===== config.mk =====
export PLATFORM = sky130hd
export DESIGN_NAME = wb_stage
export DESIGN_NICKNAME = d
export VERILOG_FILES = /design/src/rtl/wb_stage.sv
export SDC_FILE = /design/constraint.sdc
export NUM_CORES = 1
export LEC_CHECK = 0
export CAP_MARGIN = 25
export CORE_ASPECT_RATIO = 0.8
export CORE_UTILIZATION = 48
export DETAILED_ROUTE_END_ITERATION = 7
export PLACE_DENSITY_LB_ADDON = 0.2
export SYNTH_ARGS = -nofsm -noshare
export SYNTH_HDL_FRONTEND = slang
export SYNTH_SLANG_ARGS = --single-unit

===== constraint.sdc =====
create_clock -name clk -period 3.4 [get_ports clk]
set_input_delay 0.34 -clock clk [delete_from_list [all_inputs] [get_ports clk]]
set_output_delay 0.34 -clock clk [all_outputs]
set_load 0.05 [all_outputs]

===== src/rtl/wb_stage.sv =====
// MEM/WB pipeline register and writeback datapath: load lane extraction, register
// file write port and forwarding tap. Optional retire counter via `WB_RETIRE_CNT_EN.
module wb_stage #(
  parameter int DATA_WIDTH = 32,
  parameter int ADDR_WIDTH = 5,
  parameter int ZERO_REG   = 1
) (
  input  logic                  clk,
  input  logic                  rst_n,
  input  logic                  in_valid,
  input  logic                  in_regwrite,
  input  logic                  in_mem_to_reg,
  input  logic [ADDR_WIDTH-1:0] in_waddr,
  input  logic [DATA_WIDTH-1:0] in_alu_result,
  input  logic [DATA_WIDTH-1:0] in_mem_rdata,
  input  logic [1:0]            in_ld_size,
  input  logic                  in_ld_signed,
  input  logic                  stall,
  input  logic                  flush,
  output logic                  wena,
  output logic [ADDR_WIDTH-1:0] waddr,
  output logic [DATA_WIDTH-1:0] wdata,
  output logic                  fwd_valid,
  output logic [ADDR_WIDTH-1:0] fwd_addr,
  output logic [DATA_WIDTH-1:0] fwd_data
`ifdef WB_RETIRE_CNT_EN
  ,
  output logic [31:0]           retire_count
`endif
);

  logic                  valid_reg;
  logic                  regwrite_reg;
  logic                  mem_to_reg_reg;
  logic [ADDR_WIDTH-1:0] waddr_reg;
  logic [DATA_WIDTH-1:0] alu_reg;
  logic [DATA_WIDTH-1:0] mem_rdata_reg;
  logic [1:0]            ld_size_reg;
  logic                  ld_signed_reg;
  logic                  written_reg;

  logic                  eligible;
  logic [1:0]            off;
  logic [7:0]            byte_lane;
  logic [15:0]           half_lane;
  logic [DATA_WIDTH-1:0] load_data;
  logic [DATA_WIDTH-1:0] result;

  always_ff @(posedge clk or negedge rst_n) begin
    if (!rst_n) begin
      valid_reg      <= 1'b0;
      regwrite_reg   <= 1'b0;
      mem_to_reg_reg <= 1'b0;
      waddr_reg      <= '0;
      alu_reg        <= '0;
      mem_rdata_reg  <= '0;
      ld_size_reg    <= 2'b00;
      ld_signed_reg  <= 1'b0;
      written_reg    <= 1'b0;
    end else if (stall && !flush) begin
      // Held entry: remember that its single register file write already happened.
      if (wena) written_reg <= 1'b1;
    end else begin
      valid_reg      <= in_valid && !flush;
      regwrite_reg   <= in_regwrite;
      mem_to_reg_reg <= in_mem_to_reg;
      waddr_reg      <= in_waddr;
      alu_reg        <= in_alu_result;
      mem_rdata_reg  <= in_mem_rdata;
      ld_size_reg    <= in_ld_size;
      ld_signed_reg  <= in_ld_signed;
      written_reg    <= 1'b0;
    end
  end

  // Little-endian lanes; half loads ignore off[0], word loads ignore the offset.
  always_comb begin
    off       = alu_reg[1:0];
    byte_lane = mem_rdata_reg[{off, 3'b000} +: 8];
    half_lane = mem_rdata_reg[{off[1], 4'b0000} +: 16];
    case (ld_size_reg)
      2'b00:   load_data = {{(DATA_WIDTH-8){ld_signed_reg & byte_lane[7]}}, byte_lane};
      2'b01:   load_data = {{(DATA_WIDTH-16){ld_signed_reg & half_lane[15]}}, half_lane};
      default: load_data = mem_rdata_reg;
    endcase
    result = mem_to_reg_reg ? load_data : alu_reg;
  end

  assign eligible  = valid_reg && regwrite_reg &&
                     !((ZERO_REG != 0) && (waddr_reg == '0));
  assign wena      = eligible && !written_reg;
  assign waddr     = waddr_reg;
  assign wdata     = result;
  assign fwd_valid = eligible;
  assign fwd_addr  = waddr_reg;
  assign fwd_data  = result;

`ifdef WB_RETIRE_CNT_EN
  // An instruction retires on the edge where it leaves the stage (not held, or killed).
  always_ff @(posedge clk or negedge rst_n) begin
    if (!rst_n) begin
      retire_count <= '0;
    end else if (valid_reg && (!stall || flush)) begin
      retire_count <= retire_count + 32'd1;
    end
  end
`endif

endmodule


==> impl_metrics.py <==
metrics = {
    "outcome": {
        "status": "completed",
    },
    "synth": {
        "syn_area_per_cell_sq_um": 11.3,
        "syn_nets": 436,
        "synth_cell_type_count": 35,
        "seq_area_frac_synth": 0.472,
        "synthArstFlopShare": 1.00,
        "syn_inst": 357,
        "synth.cell_area_sq_mm": 0.00403,
        "synth_flop_cell": "dfrtp_1",
        "synth_top_area_frac": 0.472,
        "yosys-top-cells-area": "dfrtp_1 (47%), mux2_2 (22%), buf_4 (6.9%)",
        "ys_seq_elements": 76,
        "synth_top_cell_by_area": "dfrtp_1",
        "synth_edf_count": 0,
        "yosys_warnings": 0,
    },
    "floorplanning": {
        "die_w_microns": 104,
        "dieArea_sq_mm": 0.00877,
        "initial_core_util": 0.502,
        "ioPinCount": 155,
        "dieHeight_microns": 83.9,
        "core_sq_mm": 0.00802,
        "fp-row-count": 29,
    },
    "finish": {
        "fin_nets": 547,
        "area_growth_pct": 35.5,
        "n_antenna_cell": 0,
        "final_cell_mix": "clkdlybuf4s50_1 (101), mux2_2 (77), dfrtp_1 (76)",
        "final_cell_area_sq_mm": 0.00546,
        "final_layout_size_suffix_gt1_frac": 0.326,
        "layout_commonest_cell": "clkdlybuf4s50_1",
    },
    "sta": {
        "fin_worst_skew_ns": 0.00107,
        "rsz0062_at_grt": "false",
        "maxSlewHeadroom": 0.328,
        "hold_ws_ns": 0.330,
        "tns_ns": 0,
        "finalHoldViolCount": 0,
        "worst_slew_pin_slew_ns": 1.01,
        "setup_viol": 0,
        "fin_crit_sh": 0.958,
        "worst_slack_ns": 0.143,
        "min_period_ns": 3.26,
        "slew_viol_final": 0,
        "fmax_mhz": 307,
    },
    "power": {
        "total_power_mw": 2.80,
        "cellLeakagePower_nw": 2.33,
        "peakVddDrop_mv": 0.304,
        "p_per_area_mw_per_mm2": 513,
    },
    "setup_path": {
        "crit_type": "flop to output pin",
        "slowest_stage": "dfrtp_1",
        "crit_path_cell_trace": "mux4_2 > a311oi_4 > a21oi_1 > buf_4",
        "critPathMaxFanout": 29,
        "cp-end-kind": "output pin",
        "cp_data_arrival_time_ns": 2.92,
        "worst_ep_required_time_ns": 3.06,
        "ff2ff_setup_slack_ns": 1.85,
        "max_stage_delay_ns": 0.96,
        "cp-start-kind": "flop",
    },
    "placed_design": {
        "hpwl_microns": 7100,
        "dpl-instance-area_sq_mm": 0.00524,
        "pre_cts_slack_ns": 0.530,
        "gp_congestion": 0.809,
        "numPortBuffers": 154,
    },
    "routing": {
        "routedWlPerCell_microns": 17.2,
        "drtIter0Drc": 132,
        "drt_wl_total_microns": 10000,
        "vias_per_cell": 5.46,
        "antenna_left": 0,
        "drc": 0,
        "first_pass_iters": 4,
        "via_count": 3167,
    },
    "global_route": {
        "grt_pass1_vias": 3241,
        "grt_first_pass_wirelength_microns": 16100,
        "groute.usage.overall": 0.234,
        "antenna_found_initial": 0,
        "grt.overflow.total": 0,
        "grt_max_degree": 82,
    },
    "clocking": {
        "cts_buffers": 9,
        "clk_path_buf_depth": 2,
        "post_cts_resize_count": 0,
        "cts_setup_buffers": 0,
        "clock-sinks": 76,
        "insertion_delay_ns": 0.34,
        "path_clk_slew_ns": 0.07,
        "htreeDepth": 3,
        "cts-root-buf": "clkbuf_8",
        "cts_tree": "done",
    },
    "worst_hold_path": {
        "hold_class": "primary input to async pin",
    },
    "run": {
        "maxCapViolCount": 0,
    },
}
==> worst max-delay path: cells and delay by family (launching register included) <==
kind            cells  cell delay [ns]
flops               1             0.96
compound gates      2             0.74
mux                 1             0.63
buf+inv             1             0.24
==> cells by family after synthesis <==
group | count (synthesis) | share of synthesized area
flops | 76 | 0.472
simple gates | 53 | 0.0727
mux | 80 | 0.226
buf+inv | 69 | 0.102
compound gates | 79 | 0.128
==> per-layer routing <==
| metal | routed length [microns] | GRT usage |
|---|---|---|
| met1 | 4400 | 0.312 |
| met2 | 4980 | 0.387 |
| met3 | 568 | 0.0601 |
| met4 | 55 | 0.0442 |
| met5 | 0 | 0 |
==> synthesized netlist by cell type (2+ instances only) <==
cell type and instances:
a21oi_1 14, a221oi_1 6, a22oi_1 15, a31oi_1 2, and3b_1 7, buf_1 4
buf_2 2, buf_4 37, clkbuf_1 16, dfrtp_1 76, inv_1 8, mux2_2 77
mux2i_1 2, nand2_1 17, nand2b_1 2, nand3_1 3, nand3b_1 2, nor2_1 8
nor2b_1 8, o211ai_1 3, o21ai_0 26, o221ai_1 3, o22ai_1 7
==> report_power, final <==
group / internal (mW) / switching, mW / total [mW]
logic: 0.401 / 0.696 / 1.10
clock network: 0.336 / 0.319 / 0.655
registers: 0.979 / 0.0701 / 1.05
==> per-stage QoR <==
stage	util	instances
2_1_floorplan	-	357
4_1_cts	0.676	578
3_3_place_gp	0.653	563
3_5_place_dp	0.653	563
5_1_grt	0.681	580
6_report	0.681	580
==> timing repair <==
action / 4_1_cts / 5_1_grt
hold buffers: 0 / 1
setup endpoints to repair: 0 / 0
endpoints found under the hold margin: 0 / 1
==> path summary, 6_finish.rpt <==
path                              from           end  depth (start not counted)
setup / recovery            alu_reg[1]  fwd_data[12]                          4
hold / removal                   rst_n     valid_reg                          2
setup reg to reg           fwd_addr[0]   written_reg                          3
hold reg to reg             alu_reg[5]    alu_reg[5]                          1
max in group asynchronous        rst_n   written_reg                          3
min in group clk            alu_reg[5]    alu_reg[5]                          1
==> layout make-up <==
type | instances | area, sq um
clock inverters | 4 | 51.3
well taps | 108 | 135
flip-flops and latches | 76 | 1900
multi-input cells | 212 | 1730
repair buffers | 161 | 1480
inverters | 8 | 30.0
clock buffers | 11 | 131
fillers | 587 | 2560
Note: power is estimated with default switching activity, not from simulation.
==> RTL change 1: new RTL, config.mk and constraints unchanged <==
Change the parameter `ADDR_WIDTH` from 5 to 6.
--- a/src/rtl/wb_stage.sv
+++ b/src/rtl/wb_stage.sv
@@ -2,7 +2,7 @@
 // file write port and forwarding tap. Optional retire counter via `WB_RETIRE_CNT_EN.
 module wb_stage #(
   parameter int DATA_WIDTH = 32,
-  parameter int ADDR_WIDTH = 5,
+  parameter int ADDR_WIDTH = 6,
   parameter int ZERO_REG   = 1
 ) (
   input  logic                  clk,
Interface: changed (resized fwd_addr, in_waddr and waddr); port bits go from 155 to 158. The function was not compared with the original's and may differ.
==> RTL change 1 against the unedited design <==
Worst setup slack better by 0.13 ns; final area is 2.1% higher; sequential cell count is 1 higher; count of clock-buffer cells in the layout is 1 lower; cell count is 1.2% higher; wire length is 2.4% higher; non-clock buffer count is 4 higher; synthesized area is 1.3% higher; worst hold slack better by 0.0083 ns; total power is 2.5% higher.
==> RTL change 1: results (changes against the unedited design) <==
- Outcome: completed (unchanged)
- Clock-pin slew on the worst setup and hold paths: 0.09 ns (was 0.07 ns)
- Worst-Margin Slew: 1.016 ns (was 1.007 ns)
- Nets: 554 (was 547)
- Area Growth Syn to Fin: 36.65% (was 35.50%)
- Crit-path max FO: 23 (was 29)
- Setup slack at placement: 0.6917 ns (was 0.5301 ns)
- Met3 WL: 604 microns (was 568 microns)
- First-pass GRT wire length: 16410 microns (was 16120 microns)
- Commonest cells in the netlist: 78 x mux2_2, 77 x dfrtp_1, 38 x buf_4 (was 77 x mux2_2, 76 x dfrtp_1, 37 x buf_4)
- Metal2 WL: 5028 microns (was 4981 microns)
- Sw Pwr: 1.126 mW (was 1.085 mW)
- Register area share after synthesis: 47.22% (was 47.20%)
- M1 GR Usage: 32.16% (was 31.22%)
- Synth top area cells: dfrtp_1 47%, mux2_2 22%, buf_4 7.0% (was dfrtp_1 47%, mux2_2 22%, buf_4 6.9%)
- Port Buffers: 157 (was 154)
- Multi-input logic area: 0.001738 sq mm (was 0.001725 sq mm)
- RD Place Congestion: 0.8001 (was 0.8085)
- Largest net degree at the start of global routing: 78 (was 82)
- Cells after synthesis: 360 (was 357)
- Net count after synthesis: 440 (was 436)
- Setup Skew: 0.008183 ns (was 0.001073 ns)
- Vias in the first global route: 3202 (was 3241)
- ClkCell Share: 3.434% (was 3.346%)
- Bufs w/o clock: 165 (was 161)
- Multi-input combinational area share: 31.17% (was 31.61%)
- Via count: 3211 (was 3167)
- Grt met3 use: 5.047% (was 6.011%)
- # clk buffers: 10 (was 11)
- Total GRT Usage: 23.87% (was 23.41%)
- Share of post-route cells with drive strength above 1: 33.40% (was 32.63%)
- Final std cells w/o fill: 587 (was 580)
- VDD IR max: 0.3479 mV (was 0.3045 mV)
- Hpwl dp: 7371 microns (was 7097 microns)
- Multi-input gates: 213 (was 212)
- Fill count: 624 (was 587)
- CP max stage delay: 0.84 ns (was 0.96 ns)
- Leakage: 2.376 nW (was 2.325 nW)
- Non-clk buf share: 27.87% (was 27.18%)
- Global Route met2 Usage: 39.25% (was 38.71%)
- Critical Path AT: 2.78 ns (was 2.92 ns)
- Seq cells: 77 (was 76)
- Initial DRC Count: 158 (was 132)
- Wirelength per Cell: 17.45 microns (was 17.24 microns)
## RTL change 1: power groups by stage
stage	logic [mW]	clock network, mW	registers [mW]
2_1_floorplan	0.811	0	1.07
3_3_place_gp	1.11	0	1.07
3_5_place_dp	1.12	0	1.08
4_1_cts	1.13	0.703	1.06
5_1_grt	1.18	0.740	1.07
6_report	1.13	0.682	1.06
## RTL change 1: cells by family after synthesis
group           synth area share [%]
simple gates                   7.176
compound gates                 12.66
mux                            22.57
flops                          47.22
buf+inv                        10.36
## RTL change 1: final timing paths
kind	start	to	slack [ns]	cells past startpoint
max in group asynchronous	rst_n	mem_rdata_reg[8]	2.51	3
setup reg to reg	fwd_addr[1]	written_reg	1.80	3
hold reg to reg	alu_reg[11]	alu_reg[11]	0.51	1
setup / recovery	alu_reg[1]	fwd_data[11]	0.28	4
hold / removal	rst_n	fwd_addr[0]	0.34	2
min in group clk	alu_reg[11]	alu_reg[11]	0.51	1
==> RTL change 2: new RTL, config.mk and constraints unchanged <==
Without the edit above. Build with the macro `WB_RETIRE_CNT_EN` defined.
--- a/src/rtl/wb_stage.sv
+++ b/src/rtl/wb_stage.sv
@@ -1,5 +1,7 @@
 // MEM/WB pipeline register and writeback datapath: load lane extraction, register
 // file write port and forwarding tap. Optional retire counter via `WB_RETIRE_CNT_EN.
+`define WB_RETIRE_CNT_EN
+
 module wb_stage #(
   parameter int DATA_WIDTH = 32,
   parameter int ADDR_WIDTH = 5,
Function (old outputs only; new: retire_count): kept (Yosys induction, for registers that start in step).
==> RTL change 2 against the unedited design <==
Count of clock-buffer cells in the layout did not move; worst hold slack got worse by 0.28 ns; cell count rose by 29%; global-route usage rose by 1.9 points; total power rose by 46%; final area rose by 41%; worst setup slack improved by 0.18 ns; synthesized area rose by 35%; wire length rose by 40%; clock power rose by 74%; sequential cell count rose by 32.
==> RTL change 2: results (changes against the unedited design) <==
- Bufs w/o clock: 194 (was 161)
- Share of post-route cells with drive strength above 1: 25.70% (was 32.63%)
- Register area share after synthesis: 49.82% (was 47.20%)
- Global Route met2 Usage: 38.73% (was 38.71%)
- Commonest cells in the netlist: 108 x dfrtp_1, 78 x mux2_2, 37 x buf_4 (was 77 x mux2_2, 76 x dfrtp_1, 37 x buf_4)
- Post-Synth Adder-Cell Area: 0.2306% (was 0%)
- Largest net degree at the start of global routing: 90 (was 82)
- Metal2 WL: 6559 microns (was 4981 microns)
- Delay-heaviest family, CP: multiplexers (was flip-flops)
- RR Endpoint: retire_count[28] (was written_reg)
- Synth cell types: 43 (was 35)
- R2r worst-path depth: 4 (was 3)
- Leakage: 3.340 nW (was 2.325 nW)
- ClkCell Share: 4.245% (was 3.346%)
- Critical Path AT: 2.74 ns (was 2.92 ns)
- Sink Count: 108 (was 76)
- Min cycle time layout: 3.079 ns (was 3.257 ns)
- Setup crit end: wdata[5] (was fwd_data[12])
- Hpwl dp: 10420 microns (was 7097 microns)
- Placed Area: 0.007395 sq mm (was 0.005239 sq mm)
- VDD IR max: 0.4617 mV (was 0.3045 mV)
- Vias in the first global route: 4082 (was 3241)
- WL met1: 6222 microns (was 4397 microns)
- CP max stage delay: 0.72 ns (was 0.96 ns)
- Nets: 682 (was 547)
- Mux contribution to synthesized area: 19.97% (was 22.58%)
- Setup crit start: alu_reg[0] (was alu_reg[1])
- Setup Skew: 0.003938 ns (was 0.001073 ns)
- Outcome: completed (unchanged)
- Xor/xnor share of the synthesized area: 5.005% (was 0%)
- Net count after synthesis: 539 (was 436)
- Relative slew slack: 34.77% (was 32.84%)
- Grt met3 use: 6.631% (was 6.011%)
- Port Buffers: 186 (was 154)
- Synth top area cells: dfrtp_1 50%, mux2_2 16%, buf_4 5.1% (was dfrtp_1 47%, mux2_2 22%, buf_4 6.9%)
- Root Buffer: clkbuf_16 (was clkbuf_8)
- Multi-input gates: 277 (was 212)
- M1 GR Usage: 35.44% (was 31.22%)
- Synth Area in Compound Gates: 7.726% (was 12.80%)
- Crit Reg-Reg Startpoint: valid_reg (was fwd_addr[0])
- FF/Latch Area: 0.002703 sq mm (was 0.001902 sq mm)
- Setup slack at placement: 0.6891 ns (was 0.5301 ns)
- Die width: 120.9 microns (was 104.4 microns)
- Non-clk buf share: 28.16% (was 27.18%)
- First-pass GRT wire length: 22440 microns (was 16120 microns)
- Non-clk invs: 12 (was 8)
- Fill count: 776 (was 587)
- Met3 WL: 1017 microns (was 568 microns)
- Vias per Instance: 5.510 (was 5.460)
- Initial DRC Count: 264 (was 132)
- Crit-path max FO: 8 (was 29)
- R2R Setup Slk: 1.33 ns (was 1.85 ns)
- Total GRT Usage: 25.27% (was 23.41%)
- RD Place Congestion: 0.8355 (was 0.8085)
-- RTL change 2: changes by cell type in the layout (fill, tap and decap cells not counted), sizes merged, moves of 15 or more --
cell,before,now
xnor2,0,15
o21ai,26,7
dfrtp,76,108
clkdlybuf4s50,101,142
xor2,0,16
a22oi,15,0
-- RTL change 2: metrics by stage --
step / util [%] / std cells / hold WS (ns)
4_1_cts: 70.63 / 751 / 0.07968
3_3_place_gp: 67.64 / 735 / 0.4561
2_1_floorplan: - / 459 / 0.04441
6_report: 70.63 / 751 / 0.04817
5_1_grt: 70.63 / 751 / 0.1103
3_5_place_dp: 67.64 / 735 / 0.4566
-- RTL change 2: power breakdown --
group	switching [mW]	leakage (nW)	internal (mW)
clock	0.468	0.156	0.668
sequential	0.107	1.31	1.39
combinational	0.857	1.87	0.610
total	1.43	3.34	2.67
